`config.mk`:
```
export PLATFORM = sky130hd
export DESIGN_NAME = acc_mc_ctrl_flat
export DESIGN_NICKNAME = d
export VERILOG_FILES = /design/src/rtl/acc_mc_ctrl_if.sv /design/src/rtl/acc_mc_ctrl.sv /design/src/flat_wrapper.sv
export SDC_FILE = /design/constraint.sdc
export NUM_CORES = 1
export LEC_CHECK = 0
export CAP_MARGIN = 25
export CORE_AREA = 5 5 42 44
export CTS_BUF_LIST = sky130_fd_sc_hd__clkbuf_8
export DETAILED_ROUTE_END_ITERATION = 8
export DIE_AREA = 0 0 47 49
export PLACE_DENSITY = 0.86
export SLEW_MARGIN = 10
export SYNTH_ARGS = -nofsm -noshare
export SYNTH_HDL_FRONTEND = slang
export SYNTH_SLANG_ARGS = --single-unit
```
`constraint.sdc`:
```
create_clock -name clk -period 3.9 [get_ports clk]
set_input_delay 0.78 -clock clk [delete_from_list [all_inputs] [get_ports clk]]
set_output_delay 0.78 -clock clk [all_outputs]
set_load 0.05 [all_outputs]
```
`src/rtl/acc_mc_ctrl_if.sv`:
```
// Request/acknowledge handshakes between the sequencer and the
// instruction and data memories.
interface acc_mc_ctrl_if;
    logic ins_req;
    logic ins_ack;
    logic data_req;
    logic data_we;
    logic data_ack;

    modport master (output ins_req, data_req, data_we, input ins_ack, data_ack);
    modport slave  (input ins_req, data_req, data_we, output ins_ack, data_ack);
endinterface

```
`src/rtl/acc_mc_ctrl.sv`:
```
// Multi-cycle sequencer for the 16-bit accumulator CPU: fetch, decode, memory
// access and execute, with memory handshakes, single-step and a wait timeout.
module acc_mc_ctrl #(
    parameter int TMO_W   = 4,
    parameter int TMO_MAX = 15
) (
    input  logic                 clk,
    input  logic                 reset,
    input  logic                 run,
    input  logic                 step_mode,
    input  logic [3:0]           ir_op,
    input  logic                 zero,
    acc_mc_ctrl_if.master        memBus,
    output logic                 ir_ld,
    output logic                 pc_inc,
    output logic                 pc_ld,
    output logic                 acc_wr,
    output logic [3:0]           alu_op,
    output logic                 halted,
    output logic                 fault,
    output logic [2:0]           state_dbg
);

    typedef enum logic [2:0] {
        IDLE   = 3'd0,
        FETCH  = 3'd1,
        DECODE = 3'd2,
        MEM    = 3'd3,
        EXEC   = 3'd4,
        HALT   = 3'd5,
        FAULT  = 3'd6
    } stateType;

    localparam logic [3:0] OP_HALT  = 4'h0;
    localparam logic [3:0] OP_LOAD  = 4'h1;
    localparam logic [3:0] OP_STORE = 4'h2;
    localparam logic [3:0] OP_OR    = 4'h6;
    localparam logic [3:0] OP_NOT   = 4'h7;
    localparam logic [3:0] OP_JMP   = 4'h8;
    localparam logic [3:0] OP_JZ    = 4'h9;

    localparam logic [TMO_W-1:0] WAIT_LIMIT = TMO_W'(TMO_MAX);

    stateType         state;
    stateType         afterEnd;
    logic [TMO_W-1:0] waitCnt;
    logic             needsMem;
    logic             waitExpired;

    // "END" of an instruction: park in IDLE when single-stepping, else fetch on.
    assign afterEnd    = step_mode ? IDLE : FETCH;
    assign needsMem    = ir_op inside {[OP_LOAD:OP_OR]};
    assign waitExpired = (waitCnt == WAIT_LIMIT);

    // NOTE: state and counter are updated only with non-blocking assignments so
    // every branch below reads the pre-edge values regardless of statement order.
    always_ff @(posedge clk) begin
        if (!reset) begin
            state   <= IDLE;
            waitCnt <= '0;
        end else begin
            waitCnt <= '0;
            case (state)
                IDLE: if (run) state <= FETCH;

                FETCH: begin
                    // An ack in the limit cycle still wins over the timeout.
                    if (memBus.ins_ack)   state   <= DECODE;
                    else if (waitExpired) state   <= FAULT;
                    else                  waitCnt <= waitCnt + 1'b1;
                end

                DECODE: begin
                    if (ir_op == OP_HALT)     state <= HALT;
                    else if (needsMem)        state <= MEM;
                    else if (ir_op == OP_NOT) state <= EXEC;
                    else                      state <= afterEnd;
                end

                MEM: begin
                    if (memBus.data_ack)  state   <= (ir_op == OP_STORE) ? afterEnd : EXEC;
                    else if (waitExpired) state   <= FAULT;
                    else                  waitCnt <= waitCnt + 1'b1;
                end

                EXEC: state <= afterEnd;

                HALT, FAULT: state <= state;

                default: state <= IDLE;
            endcase
        end
    end

    // NOTE: every output gets a default before the case so no path leaves one
    // unassigned, which would otherwise infer a latch.
    always_comb begin
        memBus.ins_req  = 1'b0;
        memBus.data_req = 1'b0;
        memBus.data_we  = 1'b0;
        ir_ld           = 1'b0;
        pc_inc          = 1'b0;
        pc_ld           = 1'b0;
        acc_wr          = 1'b0;
        alu_op          = 4'h0;
        halted          = 1'b0;
        fault           = 1'b0;
        state_dbg       = state;
        case (state)
            FETCH: begin
                memBus.ins_req = 1'b1;
                ir_ld          = memBus.ins_ack;
                pc_inc         = memBus.ins_ack;
            end
            DECODE: pc_ld = (ir_op == OP_JMP) || ((ir_op == OP_JZ) && zero);
            MEM: begin
                memBus.data_req = 1'b1;
                memBus.data_we  = (ir_op == OP_STORE);
            end
            EXEC: begin
                alu_op = ir_op;
                acc_wr = 1'b1;
            end
            HALT:    halted = 1'b1;
            FAULT:   fault  = 1'b1;
            default: ;
        endcase
    end

endmodule

```
`src/flat_wrapper.sv`:
```
// flat-port wrapper written by rule: the top's interface ports become plain ports
module acc_mc_ctrl_flat 
#(
    parameter int TMO_W   = 4,
    parameter int TMO_MAX = 15
)
  (clk, reset, run, step_mode, ir_op, zero, ir_ld, pc_inc, pc_ld, acc_wr, alu_op, halted, fault, state_dbg, memBus_ins_req, memBus_data_req, memBus_data_we, memBus_ins_ack, memBus_data_ack);
  acc_mc_ctrl_if memBus_i ();
  input  logic clk;
  input  logic reset;
  input  logic run;
  input  logic step_mode;
  input  logic [3:0] ir_op;
  input  logic zero;
  output logic ir_ld;
  output logic pc_inc;
  output logic pc_ld;
  output logic acc_wr;
  output logic [3:0] alu_op;
  output logic halted;
  output logic fault;
  output logic [2:0] state_dbg;
  output wire logic [$bits(memBus_i.ins_req)-1:0] memBus_ins_req;
  output wire logic [$bits(memBus_i.data_req)-1:0] memBus_data_req;
  output wire logic [$bits(memBus_i.data_we)-1:0] memBus_data_we;
  input wire logic [$bits(memBus_i.ins_ack)-1:0] memBus_ins_ack;
  input wire logic [$bits(memBus_i.data_ack)-1:0] memBus_data_ack;
  assign memBus_ins_req = memBus_i.ins_req;
  assign memBus_data_req = memBus_i.data_req;
  assign memBus_data_we = memBus_i.data_we;
  assign memBus_i.ins_ack = memBus_ins_ack;
  assign memBus_i.data_ack = memBus_data_ack;
  acc_mc_ctrl #(.TMO_W(TMO_W), .TMO_MAX(TMO_MAX)) u_core (.clk(clk), .reset(reset), .run(run), .step_mode(step_mode), .ir_op(ir_op), .zero(zero), .memBus(memBus_i), .ir_ld(ir_ld), .pc_inc(pc_inc), .pc_ld(pc_ld), .acc_wr(acc_wr), .alu_op(alu_op), .halted(halted), .fault(fault), .state_dbg(state_dbg));
endmodule
```
==> impl_metrics.csv <==
group,metric,value,unit
yosys,synth-warning-count,0,
placed_design,hpwl,1250,um
clock_tree,htreeDepth,1,
hold_path,hp-start,"u_core.waitCnt[0]",
pwr,p_leak,0.331,nW
drt,vias_per_cell,5.34,
setup_path,critPathRequiredTime,3.12,ns
setup_path,worst_path_most_repeated_cell,"clkdlybuf4s50_1",
grt,overflow,0,
drt,wl,1600,um
sta,slew_viol_final,0,
floorplanning,io_pins,27,
setup_path,startpoint_type,"primary input",
pwr,total_power,0.000267,W
setup_path,end_kind,"output pin",
final_layout,fillers,135,
yosys,synthTopCellsByCount,"7 x dfxtp_1, 7 x inv_1, 7 x nand2_1, 5 x nor2_1, 5 x nor3_1",
placed_design,gp_congestion,0.882,
yosys,synthDominantCellAreaShare,0.251,
sta,rsz0062_at_grt,"false",
yosys,synth_compound_area_frac,0.228,
floorplanning,row_count,14,
clock_tree,cts_buffers,3,
floorplanning,core,0.00140,mm^2
yosys,synthTopCellsByArea,"dfxtp_1 25%, inv_1 4.7%, nand2_1 4.7%",
yosys,syn-instance-count,75,
setup_path,timing.rr.start,"u_core.state_dbg[0]",
sta,finClkSkew,0.00174,ns
sta,fin_setup_tns,0,ns
yosys,synth-simple-area-share,0.324,
floorplanning,die_x,47,um
sta,post-route-period-util,0.901,
grt,antenna_found_initial,0,
yosys,synth_area_leader_cell,"dfxtp_1",
sta,hold_viol,0,
setup_path,critPathBufInv,2,
clock_tree,post_cts_buffers,0,
floorplanning,dieArea,0.00230,mm^2
yosys,synthFlopType,"dfxtp_1",
sta,max_freq,284,MHz
pwr,powerDensity,310,mW/mm^2
setup_path,arrival,2.74,ns
yosys,syn-cell-area,559,um^2
drt,post_drt_wl_per_cell,13.7,um
yosys,ys_types,34,
placed_design,port_buffers,26,
yosys,synth.area.mux_share,0.0179,
grt,grt_max_degree,18,
drt,final_antenna_net_count,0,
clock_tree,cts_tree,"yes",
drt,via_count,625,
floorplanning,die_h,49,um
final_layout,n_antenna_cell,0,
final_layout,nNetsFinal,114,
final_layout,area_growth,53.9,%
job,maxCapViolCount,0,
sta,relSlewSlack,0.658,
pwr,peakVddDrop,0.189,mV
yosys,yosys.area_share.xor_xnor,0.0470,
clock_tree,clkSlewWorstSetupHoldPaths,0.04,ns
status,status,"finished, final reports clean",
drt,drc,0,
setup_path,crit_path_max_incr_delay,0.81,ns
hold_path,hold_depth,1,
yosys,yosysSeqAreaShare,0.251,
final_layout,multi_input_area,358,um^2
final_layout,final_util,0.614,
clock_tree,cts_num_sinks,7,
setup_path,reg2regPathDepth,4,
grt,gr-usage-all-layers,0.158,
sta,setup_viol,0,
clock_tree,cts-resized-gates,0,
clock_tree,clock_latency,0.22,ns
setup_path,cp_top_family,"buffers and inverters",
drt,drtPass1Iterations,4,
setup_path,r2r_setup_slack,2.40,ns
yosys,synth_edf_count,0,
yosys,postSynth.asyncResetShare,0,
yosys,synth_seq_cells,7,
clock_tree,clockBufferDepth,2,
yosys,syn_area_per_cell,7.46,um^2
final_layout,drive_gt1_frac,0.0891,
hold_path,min_to,"u_core.waitCnt[0]",
clock_tree,postCtsHoldBufs,0,
yosys,synth_fa_ha_area_frac,0.0224,
setup_path,cp_cell_sequence,"clkdlybuf4s50_1 -> nand2b_1 -> or3_1 -> nor2_1 -> clkdlybuf4s50_1",
setup_path,reg2reg_to,"u_core.state_dbg[0]",
sta,worst_slew_pin_slew,0.511,ns
setup_path,critPathKind,"in2out",
setup_path,cp_max_fo,6,
final_layout,seqCellArea,140,um^2
grt,grt_pass1_vias,629,
clock_tree,clockRootBuffer,"clkbuf_8",
grt,grt_pass1_wl,2750,um
setup_path,worst_path_max_delay_cell,"clkdlybuf4s50_1",
yosys,syn_nets,87,
hold_path,min_path_type,"reg2reg",
drt,drtIter0Drc,10,
yosys,synth_top_family_by_area,"simple AND/OR/NAND/NOR gates",
sta,min_period,3.52,ns
floorplanning,start_util,0.399,
==> metal layers <==
metal,vias up,routed length (um),track usage
li1,319,-,-
met5,-,0,0
met4,0,0,0.0415
met3,0,129,0.0590
met1,287,680,0.187
met2,19,792,0.258
==> registers in the layout, indices dropped and copies added, names as in the netlist <==
register and cells:
u_core.state_dbg 3, u_core.waitCnt 4
==> worst max path at each step <==
stage                                end  cells after the start  slack (ns)                 from
after floorplan                alu_op[0]                      3        0.50  u_core.state_dbg[2]
after global placement    memBus_data_we                      5        0.43             ir_op[0]
after detailed placement  memBus_data_we                      5        0.37             ir_op[0]
after CTS                 memBus_data_we                      5        0.38             ir_op[0]
after global routing      memBus_data_we                      5        0.31             ir_op[0]
final                     memBus_data_we                      5        0.38             ir_op[0]
==> metrics by stage <==
stage | instances | hold WS (ns) | instance area, um^2 | setup WS, ns
finish | 117 | 0.458 | 861 | 0.384
global route | 117 | 0.498 | 861 | 0.305
CTS | 117 | 0.469 | 861 | 0.376
detailed placement | 113 | 0.463 | 816 | 0.369
global placement | 113 | 0.445 | 816 | 0.428
floorplan | 75 | 0.433 | 559 | 0.498
==> worst register-to-register path, stage by stage (launching register included) <==
cell      delay [ns]
dfxtp_1         0.57
nand2b_1        0.21
o41ai_2         0.33
o311ai_1        0.14
a21oi_1         0.17
==> logic make-up after synthesis <==
logic type                 Yosys count
AOI/OAI and AO/OA                   16
xor gates and xnor gates             3
adders and majority gates            1
buffers and inverters               13
DFF                                  7
muxes                                1
and+or+nand+nor                     34
==> final cells by class <==
cell class              count  share of cell area
multi-input cells          55               0.416
well taps                  16              0.0233
repair buffers             27               0.311
clock inverters             1             0.00436
clock buffers               3              0.0480
flip-flops and latches      7               0.163
inverters                   8              0.0349
==> cell usage in the layout, fill, tap and decap left out <==
cell | netlist | layout
dfxtp_1 | 7 | 7
a21oi_1 | 4 | 4
o221ai_1 | 1 | 1
or3_1 | 2 | 2
nor3_1 | 5 | 5
nor2_1 | 5 | 5
nand4b_1 | 1 | 1
nor2b_1 | 2 | 2
and3_1 | 1 | 1
o21ai_0 | 1 | 1
buf_4 | 2 | 1
and2_1 | 3 | 3
nand3_1 | 2 | 2
o311ai_1 | 2 | 2
clkbuf_8 | 0 | 3
o21ai_2 | 1 | 1
mux2i_1 | 1 | 1
or3b_4 | 1 | 1
inv_1 | 7 | 8
clkdlybuf4s50_1 | 0 | 26
ha_1 | 1 | 1
nor4_1 | 3 | 3
o41ai_2 | 1 | 1
inv_2 | 1 | 1
a2111oi_2 | 1 | 1
nand2_1 | 7 | 7
a311oi_1 | 1 | 1
xor2_1 | 2 | 2
a31oi_1 | 1 | 1
xnor2_1 | 1 | 1
nand2b_1 | 2 | 2
o22ai_1 | 1 | 1
a211oi_1 | 2 | 2
==> report_power, final <==
| part | internal (W) | switching (W) | total [W] |
|---|---|---|---|
| Combinational | 0.0000346 | 0.0000533 | 0.0000879 |
| Clock | 0.0000679 | 0.0000297 | 0.0000975 |
| Sequential | 0.0000751 | 0.00000651 | 0.0000816 |
| Total | 0.000178 | 0.0000894 | 0.000267 |
Note: power is estimated with default switching activity, not from simulation.
==> variant 1, RTL diff (same flow settings) <==
`TMO_W` is set to 4 in 2 places; all go to 5.
--- a/src/rtl/acc_mc_ctrl.sv
+++ b/src/rtl/acc_mc_ctrl.sv
@@ -2,5 +2,5 @@
 // access and execute, with memory handshakes, single-step and a wait timeout.
 module acc_mc_ctrl #(
-    parameter int TMO_W   = 4,
+    parameter int TMO_W   = 5,
     parameter int TMO_MAX = 15
 ) (
--- a/src/flat_wrapper.sv
+++ b/src/flat_wrapper.sv
@@ -2,5 +2,5 @@
 module acc_mc_ctrl_flat 
 #(
-    parameter int TMO_W   = 4,
+    parameter int TMO_W   = 5,
     parameter int TMO_MAX = 15
 )
Formal check against the unedited RTL: no difference found for any inputs over 10 cycles, from zero or initial values and one cycle with reset low; that may be too few to reach the edited logic, so the function may still have changed.
==> variant 1 against the unedited design <==
Synthesized cell count down 2.7%. Die area unchanged. Sequential cell count grew 1. Total power fell by 0.43%. Cell area increased by 4.4%. Setup slack improved by 210 ps. Synthesized area is 6.9% higher. Routed wire length up 0.62%. Clock power is 2% higher. Critical endpoint is now pc_ld. Non-clock buffer count shrank 1.
==> variant 1: results (changes against the unedited design) <==
Relative slew slack - 0.626 (-0.0325)
Critical Path Max Stage Delay - 850 ps (+40 ps)
Layout Nets - 112 (-1.8%)
Max reg flops - 5 (+1)
Invs w/o clock - 4 (-4)
Commonest cells in the netlist - dfxtp_1, nor2_1, and2_1, nand2_1
Syn Inst Count - 73 (-2.7%)
Clock Skew - 1.80 ps (+0.0542 ps)
P_leak - 0.337 nW (+1.9%)
Syn nets - 85 (-2.3%)
H-tree depth - 1 (unchanged)
Worst VDD drop - 0.000212 V (+12%)
Clk tree area frac - 0.0460 (-0.00636)
Avg WL per Cell - 14.1 um (+3.3%)
Drt via density - 5.52 (+3.3%)
Critical path launch point - ir_op[3]
Critical Path AT - 2530 ps (-210 ps)
Initial antenna violation count - 0 (unchanged)
Largest net degree at the start of global routing - 16 (-2)
Slowest CP cell - clkdlybuf4s50_1
Data buffer area share - 0.287 (-0.0241)
Reg clk slew, reported paths - 40 ps (about the same)
Clock sink count - 8 (+1)
Netlist cell types - 36 (+5.9%)
CTS root buffer - clkbuf_8
Status - finished, final reports clean
CTS max path bufs - 2 (unchanged)
Worst reg2reg path startpoint - u_core.state_dbg[1]$_SDFFE_PN0P_
Ant. Diodes - 0 (unchanged)
Vias in the first global route - 579 (-7.9%)
GRT Total Usage - 0.152 (-0.00553)
Reg area - 160 um2 (+14%)
RD Place Congestion - 0.765 (-13%)
Count of multi-input gates - 57 (+3.6%)
# Post-CTS Setup Buffers - 0 (unchanged)
Initial DRC count - 2 (-8)
Post-synthesis sequential area ratio - 0.268 (+0.0172)
Post_cts resized - 0 (unchanged)
Synth top area cells - dfxtp_1, and2_1, a2111oi_4
Hold Crit Start - u_core.waitCnt[4]$_SDFF_PN0_
Switching Share - 0.309 (-0.0260)
Area of the multi-input gates - 404 um2 (+13%)
Layout cells sized above 1 - 0.0816 (-0.00748)
Via Count - 629 (+0.64%)
DRT Pass-1 Iters - 2 (-2)
Clock latency on the worst-skew pair - 230 ps
Bufs w/o clock - 26 (-3.7%)
Cts bufs inserted - 3 (unchanged)
Critical Path Fanout Max - 7 (+1)
Pre-CTS WS - 606 ps (+237 ps)
Detail Placement HPWL - 1250 um (+0.64%)
Clock Power Share - 0.373 (+0.008)
FILL cells - 125 (-7.4%)
Hold Crit Class - reg -> reg
First-pass GRT wire length - 2600 um (-5.3%)
Top reg by flops - u_core.waitCnt
variant 1: per-layer routing:
layer	vias to the layer above	global-route usage	routed length (um)
met4	0	0.0553	23
met5	-	0	0
met2	16	0.258	828
li1	315	-	-
met3	4	0.0480	105
met1	294	0.170	654
variant 1: power by group through the flow:
stage | logic, W | clock network, W | registers, W
6_report | 0.0000731 | 0.0000992 | 0.0000936
5_1_grt | 0.0000783 | 0.000109 | 0.0000946
4_1_cts | 0.0000734 | 0.000101 | 0.0000937
3_5_place_dp | 0.0000731 | 0 | 0.0000950
3_3_place_gp | 0.0000719 | 0 | 0.0000944
2_1_floorplan | 0.0000435 | 0 | 0.0000962
variant 1: through the flow:
stage / util / instance area [um2] / hold slack [ps]
3_3_place_gp: 0.612 / 857 / 428
6_report: 0.641 / 898 / 432
5_1_grt: 0.641 / 898 / 443
2_1_floorplan: - / 598 / 413
3_5_place_dp: 0.612 / 857 / 427
4_1_cts: 0.641 / 898 / 433
variant 1: path summary, 6_finish.rpt:
check	end	slack [ps]	cells after the start
setup / recovery	pc_ld	590	4
hold / removal	u_core.waitCnt[4]$_SDFF_PN0_	430	2
hold reg to reg	u_core.waitCnt[4]$_SDFF_PN0_	430	2
setup reg to reg	u_core.state_dbg[0]$_SDFFE_PN0P_	2100	4
variant 1: cells by family after synthesis:
kind of cell / Yosys count / share of synthesized area
simple gates: 39 / 0.393
compound gates: 12 / 0.182
buf+inv: 8 / 0.0565
flops: 8 / 0.268
xor+xnor: 3 / 0.0439
mux: 2 / 0.0356
fa+ha+maj: 1 / 0.0209
variant 1: worst max-delay path: cells and delay by family:
family,cells,cell delay (ps)
buffers and inverters,2,1420
AND/OR/NAND/NOR,2,320
==> variant 2, RTL diff (same flow settings) <==
Made on the original files. Make the reset (`reset`) asynchronous in one clocked block.
--- a/src/rtl/acc_mc_ctrl.sv
+++ b/src/rtl/acc_mc_ctrl.sv
@@ -55,5 +55,5 @@
     // NOTE: state and counter are updated only with non-blocking assignments so
     // every branch below reads the pre-edge values regardless of statement order.
-    always_ff @(posedge clk) begin
+    always_ff @(posedge clk or negedge reset) begin
         if (!reset) begin
             state   <= IDLE;
Formal check against the unedited RTL: differs if reset is asserted again (counterexample within 4 cycles, from zero or initial values and one cycle with reset low); with reset held inactive, the same outputs for 10 cycles.
==> variant 2 against the unedited design <==
Setup slack better by 260 ps. Critical path type unchanged. Global-route usage down 2.1 points. Routed wire length down 12%. Fmax up 8.0%. Cell area up 0.44%. Synthesized area up 2.5%. Sequential cell count unchanged.
Power is not compared: it rests on default switching activity, and its combinational part moved more than twofold at a synthesized area within 25%.
==> variant 2: results (changes against the unedited design) <==
Netlist cell types - 37 (+8.8%)
Least-Margin Pin Slew - 503 ps (-7.94 ps)
GRT Total Usage - 0.137 (-0.0208)
Largest net degree at the start of global routing - 16 (-2)
Post-layout util - 0.617 (+0.00268)
Syn Inst Count - 67 (-11%)
Via Count - 589 (-5.8%)
Total Routed Length - 1420 um (-12%)
Avg WL per Cell - 13.0 um (-5.1%)
Syn nets - 79 (-9.2%)
Layout cells sized above 1 - 0.140 (+0.0507)
Clock Skew - 1.72 ps (-0.0188 ps)
Post-Synth XOR/XNOR Area - 0.0306 (-0.0164)
Critical Path Fanout Max - 5 (-1)
RD Place Congestion - 0.806 (-8.6%)
Status - finished, final reports clean
Area share of fa/ha/maj cells after synthesis - 0.0218 (-0.000537)
Initial DRC count - 4 (-6)
First-pass GRT wire length - 2330 um (-15%)
Critical Path AT - 2480 ps (-260 ps)
Post-synthesis sequential area ratio - 0.306 (+0.0551)
DR top layer - met4
Proportion of synthesized area in mux cells - 0 (-0.0179)
Synth top area cells - dfrtp_1, nor2_1, nor3_1
Cell Area, Placed - 820 um2 (+0.46%)
Met2 wire length - 655 um (-17%)
Vias in the first global route - 554 (-12%)
Ys async rst share - 1.00 (+1.00)
variant 2: cell type report:
cell class / count / share of cell area
Multi-Input combinational cell: 51 / 0.402
Clock inverter: 1 / 0.00434
Inverter: 5 / 0.0217
Sequential cell: 7 / 0.203
Clock buffer: 3 / 0.0478
Tap cell: 16 / 0.0232
Timing Repair Buffer: 26 / 0.298
variant 2: power by group:
| part | internal, W | switching (W) | total, W |
|---|---|---|---|
| registers | 0.0000936 | 0.0000514 | 0.000145 |
| clock network | 0.0000676 | 0.0000270 | 0.0000947 |
| logic | 0.000141 | 0.000229 | 0.000370 |
| total | 0.000302 | 0.000307 | 0.000609 |
variant 2: kinds of logic (layout without fill, tap and decap cells):
logic type,count (synthesis),count (layout)
simple gates,34,34
compound gates,14,14
buf+inv,9,35
flops,7,7
xor+xnor,2,2
fa+ha+maj,1,1
variant 2: path summary, 6_finish.rpt:
kind / start / end / slack, ps
max: ir_op[2] / memBus_data_we / 640
min: u_core.waitCnt[0]$_DFF_PN0_ / u_core.waitCnt[0]$_DFF_PN0_ / 490
max reg2reg: u_core.waitCnt[0]$_DFF_PN0_ / u_core.state_dbg[2]$_DFFE_PN0P_ / 2390
min reg2reg: u_core.waitCnt[0]$_DFF_PN0_ / u_core.waitCnt[0]$_DFF_PN0_ / 490
max in group asynchronous: reset / u_core.waitCnt[0]$_DFF_PN0_ / 2860
min in group asynchronous: reset / u_core.state_dbg[1]$_DFFE_PN0P_ / 810
variant 2: layer usage:
metal  track usage  vias up
met3        0.0590        2
met4        0.0415        0
met2         0.208       28
met1         0.171      267
li1              -      292
met5             0        -
variant 2: stage by stage:
step	setup slack [ps]	total power, W	hold WS, ps
after floorplan	724	0.000420	455
after global placement	688	0.000513	467
after detailed placement	637	0.000520	494
after CTS	643	0.000618	499
after global routing	560	0.000651	520
final	644	0.000609	491
